## src/rtl/hsstlp_rxrst_pkg.sv

```systemverilog
// Shared definitions for the HSSTLP RX lane reset sequencer.
//   rx_state_e      : 3-bit sequencer state encoding
//   *_val functions : delay counts in free-clock cycles, derived from the
//                     free clock frequency in MHz (f)
package hsstlp_rxrst_pkg;

  typedef enum logic [2:0] {
    RX_IDLE     = 3'd0,
    RX_PMA      = 3'd1,
    RX_WAIT_SIG = 3'd2,
    RX_WAIT_CDR = 3'd3,
    RX_PCS      = 3'd4,
    RX_DONE     = 3'd5,
    RX_CKDIV    = 3'd6
  } rx_state_e;

  function automatic int pma_rst_val(input int f);   return 2 * f;      endfunction
  function automatic int pma_done_val(input int f);  return 3 * f;      endfunction
  function automatic int lock_stable(input int f);   return f;          endfunction
  function automatic int cdr_timeout(input int f);   return 5 * f;      endfunction
  function automatic int pcs_rst_val(input int f);   return f / 2;      endfunction
  function automatic int pcs_done_val(input int f);  return f / 2 + 32; endfunction
  function automatic int rate_set_val(input int f);  return f / 2;      endfunction
  function automatic int rate_done_val(input int f); return f;          endfunction

endpackage

```

## src/rtl/hsstlp_bit_sync.sv

```systemverilog
// Two-flop synchronizer for a single asynchronous level.
//   clk   : destination clock
//   rst_n : asynchronous active-low reset, clears both flops
//   d     : asynchronous input
//   q     : synchronized output, two clk cycles of latency
module hsstlp_bit_sync (
  input  logic clk,
  input  logic rst_n,
  input  logic d,
  output logic q
);

  logic meta_p0;

  always_ff @(posedge clk or negedge rst_n) begin
    if (!rst_n) begin
      meta_p0 <= 1'b0;
      q       <= 1'b0;
    end else begin
      meta_p0 <= d;
      q       <= meta_p0;
    end
  end

endmodule

```

## src/rtl/hsstlp_rxlane_rst_fsm.sv

```systemverilog
// Per-lane RX reset sequencer: powers the lane, releases PMA reset, waits for
// signal detect and stable CDR lock, releases PCS reset, and recovers from
// loss of signal/lock or services RX divider (rate) change requests.
//   clk, rst_n        : free-running clock, asynchronous active-low reset
//   i_sigdet          : PMA signal detect (async)
//   i_cdr_lock        : CDR lock (async)
//   i_rx_rate_chng    : rate-change request level (async), rising edge acts
//   i_rxckdiv         : requested divider, captured with the request edge
//   P_RX_LANE_PD      : lane power-down
//   P_RX_PMA_RST      : PMA reset
//   P_PCS_RX_RST      : PCS reset
//   P_RX_RATE         : divider driven to the PMA
//   o_rxlane_done     : lane up
//   o_rxckdiv_done    : last rate change finished (sticky)
module hsstlp_rxlane_rst_fsm
  import hsstlp_rxrst_pkg::*;
#(
  parameter int          FREE_CLOCK_FREQ = 100,
  parameter logic [2:0]  P_LX_RX_CKDIV   = 3'd0,
  parameter int          CNTR_WIDTH      = 12
) (
  input  logic       clk,
  input  logic       rst_n,
  input  logic       i_sigdet,
  input  logic       i_cdr_lock,
  input  logic       i_rx_rate_chng,
  input  logic [2:0] i_rxckdiv,
  output logic       P_RX_LANE_PD,
  output logic       P_RX_PMA_RST,
  output logic       P_PCS_RX_RST,
  output logic [2:0] P_RX_RATE,
  output logic       o_rxlane_done,
  output logic       o_rxckdiv_done
);

  localparam logic [CNTR_WIDTH-1:0] PMA_RST_C   = CNTR_WIDTH'(pma_rst_val(FREE_CLOCK_FREQ));
  localparam logic [CNTR_WIDTH-1:0] PMA_DONE_C  = CNTR_WIDTH'(pma_done_val(FREE_CLOCK_FREQ));
  localparam logic [CNTR_WIDTH-1:0] LOCK_LAST_C = CNTR_WIDTH'(lock_stable(FREE_CLOCK_FREQ) - 1);
  localparam logic [CNTR_WIDTH-1:0] CDR_TO_C    = CNTR_WIDTH'(cdr_timeout(FREE_CLOCK_FREQ));
  localparam logic [CNTR_WIDTH-1:0] PCS_RST_C   = CNTR_WIDTH'(pcs_rst_val(FREE_CLOCK_FREQ));
  localparam logic [CNTR_WIDTH-1:0] PCS_DONE_C  = CNTR_WIDTH'(pcs_done_val(FREE_CLOCK_FREQ));
  localparam logic [CNTR_WIDTH-1:0] RATE_SET_C  = CNTR_WIDTH'(rate_set_val(FREE_CLOCK_FREQ));
  localparam logic [CNTR_WIDTH-1:0] RATE_DONE_C = CNTR_WIDTH'(rate_done_val(FREE_CLOCK_FREQ));

  logic sigdet_s, lock_s, rc_s;

  hsstlp_bit_sync u_sync_sigdet (.clk(clk), .rst_n(rst_n), .d(i_sigdet),       .q(sigdet_s));
  hsstlp_bit_sync u_sync_lock   (.clk(clk), .rst_n(rst_n), .d(i_cdr_lock),     .q(lock_s));
  hsstlp_bit_sync u_sync_rc     (.clk(clk), .rst_n(rst_n), .d(i_rx_rate_chng), .q(rc_s));

  rx_state_e             state;
  logic [CNTR_WIDTH-1:0] cntr;
  logic [CNTR_WIDTH-1:0] lock_cnt;
  logic                  pending;
  logic [2:0]            rxckdiv_cap;
  logic                  rc_d;

  always_ff @(posedge clk or negedge rst_n) begin
    if (!rst_n) begin
      state          <= RX_IDLE;
      cntr           <= '0;
      lock_cnt       <= '0;
      pending        <= 1'b0;
      rxckdiv_cap    <= P_LX_RX_CKDIV;
      rc_d           <= 1'b0;
      P_RX_LANE_PD   <= 1'b1;
      P_RX_PMA_RST   <= 1'b1;
      P_PCS_RX_RST   <= 1'b1;
      P_RX_RATE      <= P_LX_RX_CKDIV;
      o_rxlane_done  <= 1'b0;
      o_rxckdiv_done <= 1'b0;
    end else begin
      rc_d <= rc_s;

      case (state)
        RX_IDLE: begin
          P_RX_LANE_PD   <= 1'b1;
          P_RX_PMA_RST   <= 1'b1;
          P_PCS_RX_RST   <= 1'b1;
          P_RX_RATE      <= P_LX_RX_CKDIV;
          o_rxlane_done  <= 1'b0;
          o_rxckdiv_done <= 1'b0;
          cntr           <= '0;
          state          <= RX_PMA;
        end

        RX_PMA: begin
          P_RX_LANE_PD <= 1'b0;
          if (cntr == PMA_RST_C) P_RX_PMA_RST <= 1'b0;
          if (cntr == PMA_DONE_C) begin
            cntr  <= '0;
            state <= RX_WAIT_SIG;
          end else begin
            cntr <= cntr + 1'b1;
          end
        end

        RX_WAIT_SIG: begin
          cntr     <= '0;
          lock_cnt <= '0;
          if (sigdet_s) state <= RX_WAIT_CDR;
        end

        // Loss of signal outranks a completing stability count; the
        // stability count restarts on any cycle with lock low.
        RX_WAIT_CDR: begin
          if (!sigdet_s) begin
            cntr  <= '0;
            state <= RX_WAIT_SIG;
          end else if (lock_s && lock_cnt == LOCK_LAST_C) begin
            cntr  <= '0;
            state <= RX_PCS;
          end else if (cntr == CDR_TO_C) begin
            P_RX_PMA_RST <= 1'b1;
            cntr         <= '0;
            state        <= RX_PMA;
          end else begin
            cntr     <= cntr + 1'b1;
            lock_cnt <= lock_s ? lock_cnt + 1'b1 : '0;
          end
        end

        RX_PCS: begin
          if (!sigdet_s || !lock_s) begin
            P_PCS_RX_RST <= 1'b1;
            cntr         <= '0;
            state        <= RX_WAIT_SIG;
          end else begin
            if (cntr == PCS_RST_C) P_PCS_RX_RST <= 1'b0;
            if (cntr == PCS_DONE_C) begin
              o_rxlane_done <= 1'b1;
              cntr          <= '0;
              state         <= RX_DONE;
            end else begin
              cntr <= cntr + 1'b1;
            end
          end
        end

        RX_DONE: begin
          if (!sigdet_s || !lock_s) begin
            o_rxlane_done <= 1'b0;
            P_PCS_RX_RST  <= 1'b1;
            cntr          <= '0;
            state         <= RX_WAIT_SIG;
          end else if (pending) begin
            pending        <= 1'b0;
            P_RX_PMA_RST   <= 1'b1;
            P_PCS_RX_RST   <= 1'b1;
            o_rxlane_done  <= 1'b0;
            o_rxckdiv_done <= 1'b0;
            cntr           <= '0;
            state          <= RX_CKDIV;
          end else begin
            o_rxlane_done <= 1'b1;
          end
        end

        RX_CKDIV: begin
          if (cntr == RATE_SET_C) P_RX_RATE <= rxckdiv_cap;
          if (cntr == RATE_DONE_C) begin
            P_RX_PMA_RST   <= 1'b0;
            o_rxckdiv_done <= 1'b1;
            cntr           <= '0;
            state          <= RX_WAIT_SIG;
          end else begin
            cntr <= cntr + 1'b1;
          end
        end

        default: state <= RX_IDLE;
      endcase

      // Placed after the state logic so a request edge landing on the very
      // cycle RX_CKDIV is entered stays pending instead of being dropped.
      if (state != RX_CKDIV && rc_s && !rc_d) begin
        pending     <= 1'b1;
        rxckdiv_cap <= i_rxckdiv;
      end
    end
  end

endmodule

```

## config.mk

```make
export PLATFORM = sky130hd
export DESIGN_NAME = hsstlp_rxlane_rst_fsm
export DESIGN_NICKNAME = d
export VERILOG_FILES = /design/src/rtl/hsstlp_rxrst_pkg.sv /design/src/rtl/hsstlp_bit_sync.sv /design/src/rtl/hsstlp_rxlane_rst_fsm.sv
export SDC_FILE = /design/constraint.sdc
export NUM_CORES = 1
export LEC_CHECK = 0
export BUFFER_PORTS_ARGS = -buffer_cell sky130_fd_sc_hd__buf_2
export CAP_MARGIN = 15
export CORE_ASPECT_RATIO = 0.7
export CORE_MARGIN = 2
export CORE_UTILIZATION = 50
export CTS_BUF_LIST = sky130_fd_sc_hd__clkbuf_8 sky130_fd_sc_hd__clkbuf_16
export CTS_CLUSTER_DIAMETER = 100
export CTS_CLUSTER_SIZE = 24
export DETAILED_ROUTE_END_ITERATION = 8
export PLACE_DENSITY = 0.74
export SYNTH_ARGS = -nofsm -noshare
export SYNTH_HDL_FRONTEND = slang
export SYNTH_SLANG_ARGS = --single-unit
```

## constraint.sdc

```tcl
create_clock -name clk -period 3 [get_ports clk]
set_input_delay 0.45 -clock clk [delete_from_list [all_inputs] [get_ports clk]]
set_output_delay 0.45 -clock clk [all_outputs]
set_load 0.005 [all_outputs]
```

[Yosys cells after proc, flatten, opt, wreduce, memory -nomap -nowiden]
Index checks and enable logic that the tools add are counted.
W data, S select, Z words.
Storage, ports and cells
  flip-flop bits (word level): 46
  bits in latches: 0
  bits in writable memories: 0
  memory bits (read-only): 0
  memories: 0
Cells by class
  add/subtract/negate cells: 2
  multiply operators: 0
  div/mod/pow operators: 0
  magnitude comparators: 0
  equal/unequal tests: 32
  shift-type cells: 0
  muxes and demuxes: 53
  bitwise logic cells: 0
  reductions and logical operators: 26
Operators by type and width (number)
  $mux W12: 13
  $pmux W12 S6: 1
  $eq A12 B7 Y1 const B: 3
  $mux W3: 11
  $add A12 B1 Y12 const B: 2
  $eq A12 B9 Y1 const B: 2
  $pmux W12 S2: 1
  $ne A2 B2 Y1 const B: 11
  $pmux W3 S7: 1
  $mux W1: 20
  $eq A12 B6 Y1 const B: 1
  $eq A12 B8 Y1 const B: 1
  $ne A3 B3 Y1 const B: 4
  $eq A3 B3 Y1 const B: 3
  $pmux W1 S3: 3
  $reduce_and A4 Y1: 2
  $reduce_and A8 Y1: 1
  $reduce_bool A2 Y1: 4
  $eq A3 B2 Y1 const B: 2
  $ne A2 B1 Y1 const B: 3
  $pmux W3 S2: 1
  $reduce_and A2 Y1: 3
  $reduce_and A3 Y1: 2
  $reduce_and A6 Y1: 1
  other kinds (12): 17

[Logic depth before layout (Yosys ltp)]
Gate-level depths: netlist (run 1).
  depth after elaboration: 6
  mapped depth: 9

[Cells and area by module]
From an unflattened synthesis (run 1), not the netlist that was laid out.
Second synthesis, totals
  cells, all modules: 264
  area total of the unflattened synthesis: 2553.7 um2
By module, submodules not included
  hsstlp_rxlane_rst_fsm: instances 1, cells an instance 258, area an instance 2403.6 um2, seq. area each 1004.7 um2
  hsstlp_bit_sync: instances 3, cells an instance 2, area an instance 50.0 um2, seq. area each 50.0 um2

[Worst setup path after synthesis (run 1)]
OpenSTA, ideal clock, no wires.
  path type: flip-flop to flip-flop
  start: register cntr[0]
  end: register cntr[10]
  library setup time: 0.130 ns
  data arrival time: 1.989 ns
  slack: 0.880 ns
  stages on the path, launching flop included: 9
  cells stage by stage: dfrtp_1 -> inv_1 -> ha_1 -> or3b_2 -> nor4_1 -> o41ai_1 -> and4b_1 -> buf_4 -> a211oi_1
Between the ends
  word-level cells in the longest chain between the ends: 5
Ends and longest elaborated chain
  start: declaration: line hsstlp_rxlane_rst_fsm.sv:52  | logic [CNTR_WIDTH-1:0] cntr;
  start signal: assignment: line hsstlp_rxlane_rst_fsm.sv:94  | cntr <= cntr + 1'b1;
  start signal: assignment: line hsstlp_rxlane_rst_fsm.sv:118  | cntr <= cntr + 1'b1;
  start signal: assignment: line hsstlp_rxlane_rst_fsm.sv:135  | cntr <= cntr + 1'b1;
  $add A12 B1 Y12 / $eq A12 B9 Y1 (equally long branches)
  $mux W12: line hsstlp_rxlane_rst_fsm.sv:113  | end else if (cntr == CDR_TO_C) begin
  $mux W12: line hsstlp_rxlane_rst_fsm.sv:110  | end else if (lock_s && lock_cnt == LOCK_LAST_C) begin
  $mux W12: line hsstlp_rxlane_rst_fsm.sv:107  | if (!sigdet_s) begin
  $pmux W12 S6 (*): line hsstlp_rxlane_rst_fsm.sv:75  | case (state)
Every way passes the cells marked *; elsewhere a longest branch is shown, timed or not.
A chain may end at the register's enable or synchronous reset.

[Worst setup path in the final report (run 1)]
  start: register cntr[0]
  end: register cntr[4]
Same word-level chain as after synthesis.

==> results of run 1 <==
metrics by stage:
step	instance area, um2	hold slack (ns)
after floorplan	2650	0.154
after global placement	2730	0.333
after detailed placement	2730	0.336
after CTS	2840	0.235
after global routing	2860	0.0918
final	2860	0.0522
final cells by class:
type,instances,area share (%)
multi-input combinational,211,47.9
tap,72,3.15
timing repair buffer,16,3.33
clock inverter,1,1.05
inverter,10,1.31
sequential,46,40.4
clock buffer,6,2.89
routing by layer:
| layer | part of all wire, % | vias up | GRT usage [%] | routed length, um |
|---|---|---|---|---|
| met2 | 39 | 63 | 26.6 | 2280 |
| li1 | - | 1058 | - | - |
| met4 | 1.5 | 0 | 7.39 | 88 |
| met5 | 0 | - | 0 | 0 |
| met3 | 6.0 | 8 | 5.47 | 349 |
| met1 | 53 | 1034 | 35.2 | 3130 |
cells in the mapped netlist, drive strengths merged, types with 3 or more instances:
library cell | number | area [um2]
o22a | 5 | 46.3
nor4 | 7 | 43.8
a21oi | 10 | 61.3
buf | 5 | 38.8
xnor2 | 7 | 61.3
mux2 | 4 | 45.0
nor2 | 17 | 63.8
ha | 4 | 50.1
nor3b | 3 | 27.5
dfstp | 3 | 78.8
a41oi | 3 | 26.3
clkbuf | 12 | 46.3
nand4 | 6 | 37.5
dfrtp | 43 | 1080
nand2 | 33 | 124
and3 | 4 | 25.0
nor3 | 20 | 100
o31ai | 3 | 27.5
mux2i | 4 | 40.0
and3b | 3 | 26.3
nand3 | 16 | 85.1
nor4b | 3 | 26.3
nand2b | 4 | 25.0
o21ai | 14 | 70.1
inv | 10 | 37.5
how the worst min path moves through the flow:
stage	endpoint	cells after the start
after floorplan	P_RX_RATE[0]	0
after global placement	u_sync_lock.q	0
after detailed placement	u_sync_rc.q	0
after CTS	u_sync_lock.meta_p0	1
after global routing	lock_cnt[5]	1
final	lock_cnt[5]	1
worst max-delay path, cell delays in order (launching register included):
cell and delay, ns:
dfrtp_1 0.45, inv_1 0.12, ha_1 0.14, or3b_2 0.47
nor4_1 0.38, o41ai_1 0.22, and4b_1 0.56, nor3_1 0.12
cells by family after synthesis:
logic type / count (synthesis) / share of synthesized area [%]
simple gates: 134 / 28.1
compound gates: 56 / 15.5
flops: 46 / 43.7
buf+inv: 27 / 4.64
xor+xnor: 9 / 2.98
mux: 8 / 3.22
fa+ha+maj: 4 / 1.89
flip-flops by register name (all words and copies together) (netlist names):
register and cells:
P_PCS_RX_RST 1, P_RX_LANE_PD 1, P_RX_PMA_RST 1, P_RX_RATE 3, cntr 12, lock_cnt 12, o_rxckdiv_done 1, o_rxlane_done 1
pending 1, rc_d 1, rxckdiv_cap 3, state 3, u_sync_lock.meta_p0 1, u_sync_lock.q 1, u_sync_rc.meta_p0 1, u_sync_rc.q 1
u_sync_sigdet.meta_p0 1, u_sync_sigdet.q 1
power groups by stage:
stage | registers, W | clock network (W) | logic, W
6_report | 0.000638 | 0.000476 | 0.0000363
5_1_grt | 0.000640 | 0.000512 | 0.0000416
4_1_cts | 0.000638 | 0.000485 | 0.0000346
3_5_place_dp | 0.000650 | 0 | 0.0000346
2_1_floorplan | 0.000645 | 0 | 0.0000177
3_3_place_gp | 0.000649 | 0 | 0.0000335
==> impl_results.md, run 1 <==
- Gr ovfl total: 0
- Initial core utilization: between 50% and 60%
- Drt initial violations: 321
- Dpl hpwl: 4100 um
- Sequential share of power: 55.5%
- Startpoint types: flop
- DRC viols: 0
- Largest fanout on the critical path: 10
- Setup WS post-layout: 0.419 ns
- Maximum vdd drop: 0.222 mV
- Comb power frac: 3.2%
- Post-synth EDFFs: 0
- Max_cap viols: 0
- Worst setup path endpoint: cntr[4]
- PwrDens: 402 mW/mm2
- Synthesis Warnings: 0
- Initial antenna violation count: 0
- Die Area: 0.00590 mm2
- P_int: 0.000911 W
- Register area: 0.00115 mm2
- Most frequent cells in the layout: dfrtp_1 (43), nand2_1 (33), nor3_1 (20)
- Endpoints failing hold: 0
- CTS tree: built
- Area growth from synthesis to layout: 8.04%
- Status: finished clean
- Vias in the first global route: between 1.5k and 2k
- Cell area after synthesis: 0.00265 mm2
- RR Startpoint: cntr[0]
- Worst-margin pin slew: 0.794 ns
- R2R cell count: 7
- Fraction of layout cells with a size suffix above 1: 15.9%
- Via count: roughly 2.2k
- Min-delay worst type: primary input to asynchronous set/reset pin
- Synth Flop Type: dfrtp_1
- Pre-Repair DR Iteration Count: 4
- Sum Neg Setup Slack: 0 ns
- Multi-input logic area: 0.00137 mm2
- RSZ-0062 raised after global routing: false
- Crit share post-route: 86.0%
- WP data required: approximately 3.2 ns
- Final core occ: 55.2%
- Hold Buf Count CTS: 0
- Pre-CTS WS: 0.461 ns
- Avg WL per Cell: 16.2 um
- Clk Latency, worst-skew pair: 0.31 ns
- Fin nets: 302
- Sw Pwr: 0.000239 W
- Gp weighted congestion: ~0.9
- Largest net degree at the start of global routing: 47
- Post-CTS Setup Bufs: 0
- Syn Inst Count: 284
- WS Path Type: flop to flop
- CORE AREA: 0.00517 mm2
- Crit. End Element: flop
- GRT Total Usage: 21.5%
- Fill cells: 480
- Final Power: 0.00115 W
- Tmin final: ~2.6 ns
- Site row count: 22
- Final Max Slew Viols: 0
- Clk_skew: approximately 0.0098 ns
- FF-to-FF End: cntr[4]
- Clock share of power: about two fifths
- Final WL: 5850 um
- Antenna Nets Post-Route: 0
- DR vias/cell: 5.98
- Async SR Flop Fraction: 100%
- Syn nets: around 300
- CP arrival: 2.76 ns
- P_leak: 1.15 nW
- Fmax: 387 MHz
- Count of input and output buffers: 15
- Die Y: 64.9 um
- Post-Syn Area per Cell: around 9.3 um2
- Cts bufs inserted: 5
- IO Count: 16
- First-pass GRT wire length: between 9000 and 10,000 um
- Final setup violating endpoints: 0
- Slew HR: a little under half
- Register bit total from synthesis: 46
- CP Launch Point: cntr[0]
- DIE WIDTH: 90.9 um
- Longest Clk Path Bufs: 2
- Most common cell after layout, fill and taps aside: dfrtp_1
- Finished Layout Cells: ~360
- Sequential share of the synthesized area: a little over two fifths
- Clk slew on worst S/H paths: 0.09 ns
- Cell variety after synth: 66
- Net Sw Frac: roughly a fifth
- Ant diodes: 0
- Sink Count: between 40 and 50
- Placed cell count: 354
- Post-CTS Resized: 0
- Root buf cell: clkbuf_8
- R2r setup slk: 0.42 ns
- H-tree depth: 2
(Power assumes the default switching activity.)
==> inputs of run 2 (changes only) <==
--- a/config.mk
+++ b/config.mk
@@ -5,16 +5,15 @@
 export SDC_FILE = /design/constraint.sdc
 export NUM_CORES = 1
 export LEC_CHECK = 0
-export BUFFER_PORTS_ARGS = -buffer_cell sky130_fd_sc_hd__buf_2
 export CAP_MARGIN = 15
 export CORE_ASPECT_RATIO = 0.7
-export CORE_MARGIN = 2
 export CORE_UTILIZATION = 50
 export CTS_BUF_LIST = sky130_fd_sc_hd__clkbuf_8 sky130_fd_sc_hd__clkbuf_16
 export CTS_CLUSTER_DIAMETER = 100
 export CTS_CLUSTER_SIZE = 24
 export DETAILED_ROUTE_END_ITERATION = 8
-export PLACE_DENSITY = 0.74
+export DONT_BUFFER_PORTS = 1
+export PLACE_DENSITY = 0.71
 export SYNTH_ARGS = -nofsm -noshare
 export SYNTH_HDL_FRONTEND = slang
 export SYNTH_SLANG_ARGS = --single-unit
==> impl_results.md, run 2 (synthesis results as in run 1) <==
- Most frequent cells in the layout: dfrtp_1 (43), nand2_1 (33), nor3_1 (20)
- Die Area: ~0.0056 mm2
- Via count: between 2k and 2.5k
- GRT Total Usage: 22.5%
- H-tree depth: 2
- Count of input and output buffers: 0
- WP data required: 3.17 ns
- Hold Path Sink: u_sync_rc.meta_p0
- CTS tree: built
- Register area: 0.00115 mm2
- Clk Latency, worst-skew pair: 0.30 ns
- P_leak: about 1.1 nW
- Largest fanout on the critical path: 10
- WP buf/inv: 1
- Crit-path leading delay family: simple AND/OR/NAND/NOR gates
- CP arrival: 2.73 ns
- Fin nets: 289
- Tmin final: 2.55 ns
- Site row count: 21
- Gp weighted congestion: about 0.90
- Sink Count: 46
- First-pass GRT wire length: 9630 um
- Hold Path Origin: i_rx_rate_chng
- Antenna Nets Post-Route: 0
- DIE WIDTH: 88.9 um
- PwrDens: 404 mW/mm2
- Root buf cell: clkbuf_8
- Clk slew on worst S/H paths: 0.08 ns
- WS Path Type: flop to flop
- IO Count: 16
- Die Y: 62.9 um
- Endpoints failing hold: 0
- CORE AREA: 0.00494 mm2
- Slowest Stage Delay on Critical Path: around 0.55 ns
- Fraction of layout cells with a size suffix above 1: 11.9%
- Hold Buf Count CTS: 2
- Min-delay worst type: primary input to flop
- CP Cell Sequence: inv_1 > ha_1 > or3b_2 > nor4_1 > o41ai_1 > and4b_1 > nor3_1
- Vias in the first global route: 1,908
- Net Sw Frac: 21.4%
- Dpl hpwl: 4020 um
- Post-CTS Resized: 0
- Initial core utilization: 53.5%
- DRC viols: 0
- Largest regs: cntr (12), lock_cnt (12)
- Fmax: 391 MHz
- Most common cell after layout, fill and taps aside: dfrtp_1
- Longest Clk Path Bufs: 2
- Fill cells: approximately 450
- Slew HR: 45.6%
- Pre-Repair DR Iteration Count: 5
- Worst path slowest cell: and4b_1
- RSZ-0062 raised after global routing: false
- P_int: 0.000889 W
- Placed cell area: 0.00265 mm2
- Final Max Slew Viols: 0
- Comb power frac: about 3.1%
- Startpoint types: flop
- RR Startpoint: cntr[0]
- Gr ovfl total: 0
- Sequential share of power: approximately 56%
- Cts bufs inserted: 5
- R2r setup slk: 0.45 ns
- Worst-margin pin slew: between 0.8 and 0.9 ns
- Avg WL per Cell: 16.2 um
- Sw Pwr: 0.000242 W
- Post-CTS Setup Bufs: 0
- R2R cell count: 7
- Ant diodes: 0
- Hold path depth: 0
- Final WL: 5610 um
- Crit share post-route: between 80% and 90%
- Clk_skew: 0.00711 ns
- Largest net degree at the start of global routing: 47
- Final setup violating endpoints: 0
- Multi-input logic area: 0.00137 mm2
- FF-to-FF End: cntr[3]
- Sum Neg Setup Slack: 0 ns
- DR vias/cell: 6.22
- Max_cap viols: 0
- Area growth from synthesis to layout: 5.87%
- Maximum vdd drop: 0.312 mV
- Status: finished clean
- Clock share of power: between 40% and 50%
- Initial antenna violation count: 0
- Drt initial violations: 242
- Cell area after layout: about 0.0028 mm2
- Placed cell count: 337
- Finished Layout Cells: 347
- Crit. End Element: flop
[run 2: power groups by stage]
stage | clock network, W | logic, W | registers (W)
final | 0.000458 | 0.0000349 | 0.000638
after floorplan | 0 | 0.0000177 | 0.000645
after global placement | 0 | 0.0000171 | 0.000650
after detailed placement | 0 | 0.0000177 | 0.000650
after CTS | 0.000471 | 0.0000359 | 0.000638
after global routing | 0.000499 | 0.0000398 | 0.000639
[run 2: per-layer routing]
metal  part of all wire, %  GRT usage (%)
met5                     0              0
met4                  0.71           5.36
met1                    54           38.0
met3                   8.3           5.68
met2                    37           27.5
[run 2: layout make-up]
class | count | share of cell area [%]
Tap cell | 69 | 3.08
Multi-Input combinational cell | 211 | 48.8
Sequential cell | 46 | 41.2
Clock inverter | 3 | 1.43
Timing Repair Buffer | 3 | 1.61
Clock buffer | 5 | 2.46
Inverter | 10 | 1.34
[run 2: worst max path at each step]
stage            start        to  slack (ns)  cells past startpoint
2_1_floorplan  cntr[0]  cntr[10]        0.88                      8
3_3_place_gp   cntr[0]   cntr[4]        0.62                      7
3_5_place_dp   cntr[0]   cntr[4]        0.47                      7
4_1_cts        cntr[0]   cntr[4]        0.47                      7
5_1_grt        cntr[0]  cntr[10]        0.19                      7
6_report       cntr[0]   cntr[3]        0.45                      7
[run 2: metrics by stage]
stage	setup WS, ns	hold WS, ns	total power, W	util [%]
floorplan	0.880	0.154	0.000663	-
global placement	0.618	0.156	0.000667	53.7
detailed placement	0.473	0.156	0.000668	53.7
CTS	0.470	0.162	0.00114	56.7
global route	0.191	0.154	0.00118	56.7
finish	0.445	0.172	0.00113	56.7
